$ cat src/rtl/tl_arbiter_ctrl.sv
// tl_arbiter_ctrl: link FSM, threshold latch and pop arbiter for the transaction-layer FIFO bank.
// Define TL_ARB_RR_EN for round-robin grants; otherwise the lowest non-empty FIFO wins.
module tl_arbiter_ctrl #(
  parameter int DATA_W   = 12,
  parameter int N_REQ    = 4,
  parameter int UMBRAL_W = 3
) (
  input  logic                    clk,
  input  logic                    reset,
  input  logic                    init,
  input  logic [UMBRAL_W-1:0]     umbral_AF_in,
  input  logic [UMBRAL_W-1:0]     umbral_AE_in,
  input  logic [N_REQ-1:0]        fifo_empty,
  input  logic [N_REQ*DATA_W-1:0] fifo_data,
  input  logic [N_REQ-1:0]        fifo_error,
  input  logic                    out_almost_full,
  output logic [N_REQ-1:0]        pop,
  output logic                    push_out,
  output logic [DATA_W-1:0]       data_out,
  output logic [UMBRAL_W-1:0]     umbral_AF_out,
  output logic [UMBRAL_W-1:0]     umbral_AE_out,
  output logic [3:0]              state,
  output logic                    idle
);
  localparam int PW = N_REQ > 1 ? $clog2(N_REQ) : 1;
  typedef enum logic [3:0] {
    S_RESET  = 4'd0,
    S_INIT   = 4'd1,
    S_IDLE   = 4'd2,
    S_ACTIVE = 4'd3,
    S_ERROR  = 4'd4
  } st_t;
  st_t st, st_nx;
  logic err, gnt_v;
  logic [N_REQ-1:0] elig;
  logic [PW-1:0] gnt, idx;
  logic [DATA_W-1:0] words [N_REQ];
  for (genvar i = 0; i < N_REQ; i++) begin : g_word
    assign words[i] = fifo_data[i*DATA_W +: DATA_W];
  end
`ifdef TL_ARB_RR_EN
  logic [PW-1:0] ptr;
  always_ff @(posedge clk) begin
    if (!reset) ptr <= '0;
    else if (gnt_v) ptr <= PW'((int'(gnt) + 1) % N_REQ);
  end
`else
  localparam logic [PW-1:0] ptr = '0;
`endif
  assign err  = |fifo_error;
  // a grant is withheld while any FIFO reports an error so no word is popped and then lost
  assign elig = (reset && st == S_ACTIVE && !out_almost_full && !err) ? ~fifo_empty : '0;
  always_comb begin
    gnt_v = 1'b0;
    gnt   = '0;
    idx   = '0;
    for (int k = N_REQ - 1; k >= 0; k--) begin
      idx = PW'((int'(ptr) + k) % N_REQ);
      if (elig[idx]) begin
        gnt_v = 1'b1;
        gnt   = idx;
      end
    end
  end
  assign pop = gnt_v ? N_REQ'(1) << gnt : '0;
  always_comb begin
    st_nx = st;
    unique case (st)
      S_RESET:  st_nx = S_INIT;
      S_INIT:   st_nx = err ? S_ERROR : init ? S_INIT : S_IDLE;
      S_IDLE:   st_nx = err ? S_ERROR : init ? S_INIT : ~&fifo_empty ? S_ACTIVE : S_IDLE;
      S_ACTIVE: st_nx = err ? S_ERROR : &fifo_empty ? S_IDLE : S_ACTIVE;
      default:  st_nx = S_ERROR;
    endcase
  end
  always_ff @(posedge clk) begin
    if (!reset) begin
      st            <= S_RESET;
      push_out      <= 1'b0;
      data_out      <= '0;
      umbral_AF_out <= '0;
      umbral_AE_out <= '0;
    end else begin
      st       <= st_nx;
      push_out <= gnt_v;
      if (gnt_v) data_out <= words[gnt];
      if (st == S_INIT) begin
        umbral_AF_out <= umbral_AF_in;
        umbral_AE_out <= umbral_AE_in;
      end
    end
  end
  assign state = st;
  assign idle  = st == S_IDLE;
endmodule

$ cat config.mk
export PLATFORM = sky130hd
export DESIGN_NAME = tl_arbiter_ctrl
export DESIGN_NICKNAME = d
export VERILOG_FILES = /design/src/rtl/tl_arbiter_ctrl.sv
export SDC_FILE = /design/constraint.sdc
export NUM_CORES = 1
export LEC_CHECK = 0
export BUFFER_PORTS_ARGS = -buffer_cell sky130_fd_sc_hd__buf_2
export CAP_MARGIN = 20
export CORE_UTILIZATION = 25
export DETAILED_ROUTE_END_ITERATION = 12
export GPL_TIMING_DRIVEN = 0
export PLACE_DENSITY = 0.61
export SKIP_CTS_REPAIR_TIMING = 1
export SYNTH_ARGS = -nofsm -noshare
export SYNTH_HDL_FRONTEND = slang
export SYNTH_SLANG_ARGS = --single-unit
$ cat constraint.sdc
create_clock -name clk -period 4.6 [get_ports clk]
set_input_delay 0.69 -clock clk [delete_from_list [all_inputs] [get_ports clk]]
set_output_delay 0.69 -clock clk [all_outputs]
set_load 0.03 [all_outputs]
==> flow_metrics.tcl <==
set metrics [dict create \
    cts_sinks 22 \
    met2_usage_pct 26.2 \
    dp.cells 272 \
    worstPathMaxFanout 4 \
    netlist.area_leader.share_pct 38.6 \
    power.switching_w 0.000119 \
    power_w 0.000477 \
    synth_compound_area_share_pct 24.0 \
    synth_fa_ha_area_share_pct 0.878 \
    cpMostUsedCell "buf_2" \
    switching_share_pct 25.0 \
    setup_tns_ns 0 \
    rsz0062_at_grt "no" \
    place_hpwl_um 2650 \
    worst_pin_slew_ns 0.601 \
    clkTransAtPathRegs_ns 0.08 \
    fmax_mhz 351 \
    drtIter0Drc 64 \
    worstSetupEndpointType "output port" \
    gp_congestion 0.751 \
    numPortBuffers 92 \
    hold_viol_final 0 \
    ys_warn_count 0 \
    wl_um 3460 \
    syn_inst 128 \
    maxSlewHeadroom_pct 59.8 \
    nFillCells 466 \
    setup_viol 0 \
    grt.met3_usage_pct 2.91 \
    yosysTopAreaCell "dfxtp_1" \
    clk_latency_ns 0.26 \
    fp.dieW_um 69.5 \
    vias 1350 \
    drive_gt1_share_pct 48.7 \
    start_util_pct 26.2 \
    overflow 0 \
    seqCellArea_um2 440 \
    worstPathArrival_ns 2.16 \
    worst-setup-path-type "primary input to output port" \
    startpoint_type "primary input" \
    clock_path_buffers 2 \
    use_met1_pct 17.7 \
    path_cells "buf_2 > or4_4 > or3_4 > and2b_2 > buf_2" \
    synthXorXnorAreaFrac_pct 0 \
    yosys.area_share.simple_pct 25.5 \
    syn_to_final_growth_pct 52.4 \
    min_period_over_period_pct 61.9 \
    crit_path_start "fifo_error[1]" \
    cts_made_buffers 3 \
    clkPwrFrac_pct 37.9 \
    first_pass_iters 5 \
    seq_area_frac_synth_pct 38.6 \
    min_from "umbral_AF_out[0]" \
    die_h_um 69.5 \
    synthTopCellsByArea "dfxtp_1 39%, a222oi_1 9.7%, a31oi_1 6.0%" \
    cap_violations 0 \
    netlist_area_um2 1140 \
    grt_pass1_vias 1247 \
    slowest_delay_ns 0.57 \
    finalCriticalPeriod_ns 2.85 \
    hold_class "flop to flop" \
    cpLargestDelayFamily "simple AND/OR/NAND/NOR gates" \
    finalMaxSlewViolations 0 \
    syn_nets 194 \
    fin_util_pct 39.9 \
    nets 291 \
    p_leak_nw 0.849 \
    crit-reg2reg-launch "state[1]" \
    wire_per_inst_um 12.5 \
    busiest_layer "met2" \
    power_density_nw_per_um2 275 \
    p_int_w 0.000358 \
    status "completed" \
    required_ns 3.91 \
    synth_top_family_by_area "simple AND/OR/NAND/NOR gates" \
    h-tree-depth 1 \
    pin_count 94 \
    cts_tree "done" \
    ir_drop_uv 100 \
    drc_errors 0 \
    row_count 24 \
    vias_per_cell 4.89 \
    syn_avg_cell_area_um2 8.91 \
    postRouteAntennaNets 0 \
    grt_pass1_wl_um 5780 \
    antenna_cells 0 \
    ys_ff_latch 22 \
    grt_max_degree 14 \
    cts-root-buf "clkbuf_8" \
    grtUsageTotal_pct 14.7 \
    fp.dieArea_um2 4830 \
    synth_cell_type_count 38 \
    comb_power_share_pct 19.5 \
    crit_path_top_delay_cell "or4_4" \
    skew_ns 0.00379 \
    multiInputGateArea_um2 638 \
    cp.buffers_inverters 2 \
    antenna_found_initial 0 \
    fin_cells 276 \
    p_seq_share_pct 42.6 \
    synthMuxAreaShare_pct 5.27 \
    core_region_area_um2 4350 \
]
## state kept, by name, indices dropped and copies added (netlist names)
| register | count |
|---|---|
| data_out | 12 |
| state | 3 |
| umbral_AE_out | 3 |
| umbral_AF_out | 3 |
| push_out | 1 |
## metrics by stage
stage | hold slack (ns) | instance area [um2] | setup slack, ns
floorplan | 0.633 | 1140 | 1.88
global placement | 0.470 | 1670 | 1.76
detailed placement | 0.477 | 1670 | 1.76
CTS | 0.498 | 1740 | 1.75
global route | 0.524 | 1740 | 1.72
finish | 0.491 | 1740 | 1.75
## cell families (layout without fill, tap and decap cells)
group                      after synthesis  count (layout)
and+or+nand+nor                         48              48
AOI/OAI and AO/OA                       39              39
DFF                                     22              22
buffers and inverters                   11             107
muxes                                    6               6
adders and majority gates                1               1
other                                    1               1
## power by group through the flow
stage                     logic (W)  registers [W]  clock network, W
after floorplan           0.0000368       0.000221                 0
after global placement    0.0000932       0.000207                 0
after detailed placement  0.0000938       0.000208                 0
after CTS                 0.0000940       0.000203          0.000187
after global routing       0.000102       0.000205          0.000197
final                     0.0000931       0.000203          0.000181
## area by class of cell
class / count / area share (%)
plain buffers: 8 / 2.88
clock buffers: 3 / 2.38
clock inverters: 1 / 1.73
inverters: 3 / 0.648
multi-input cells: 95 / 36.7
flip-flops and latches: 22 / 25.4
well taps: 52 / 3.75
repair buffers: 92 / 26.5
## worst min-delay path, stage by stage, from the launching register on
cell     delay (ns)
dfxtp_1        0.33
mux2i_1        0.06
nor2_1         0.07
## path summary, 6_finish.rpt
| kind | endpoint | slack (ns) | cells after the start |
|---|---|---|---|
| setup reg to reg | data_out[1] | 2.80 | 5 |
| hold reg to reg | umbral_AF_out[0] | 0.49 | 2 |
| hold / removal | umbral_AF_out[0] | 0.49 | 2 |
| setup / recovery | pop[3] | 1.75 | 5 |
## metal layers
metal	up-vias	part of all wire [%]	wire length (um)
met1	613	43	1470
met3	2	6.9	240
li1	681	-	-
met2	54	50	1730
met4	0	0.55	19
met5	-	0	0
## synth_stat cells (all sizes together)
master / n
a21oi: 1
nor2b: 1
buf: 4
clkbuf: 4
maj3: 1
mux2i: 6
and2b: 2
nand4b: 1
a222oi: 11
a41oi: 1
or4: 1
nor2: 13
nor3b: 2
nand3: 1
nand4bb: 1
dfxtp: 22
inv: 2
conb: 1
nand2: 16
and4b: 1
nand2b: 2
o21ai: 13
and4: 1
nor4: 2
a31oi: 11
clkinv: 1
o22ai: 1
o211a: 1
nand3b: 1
or3: 1
nor3: 2
## layout by cell type (no fill, tap or decap), types with 2 or more instances in the layout
master,synthesis,routed
and2b_2,2,2
dfxtp_1,22,22
o21ai_0,12,12
clkbuf_1,4,4
a222oi_1,11,11
buf_6,2,2
buf_2,1,93
nand2_1,16,16
a31oi_1,11,11
clkbuf_8,0,3
nor2_1,12,12
mux2i_1,6,6
inv_1,2,2
nand2b_1,2,2
No activity file was read; power rests on OpenSTA's default activity.
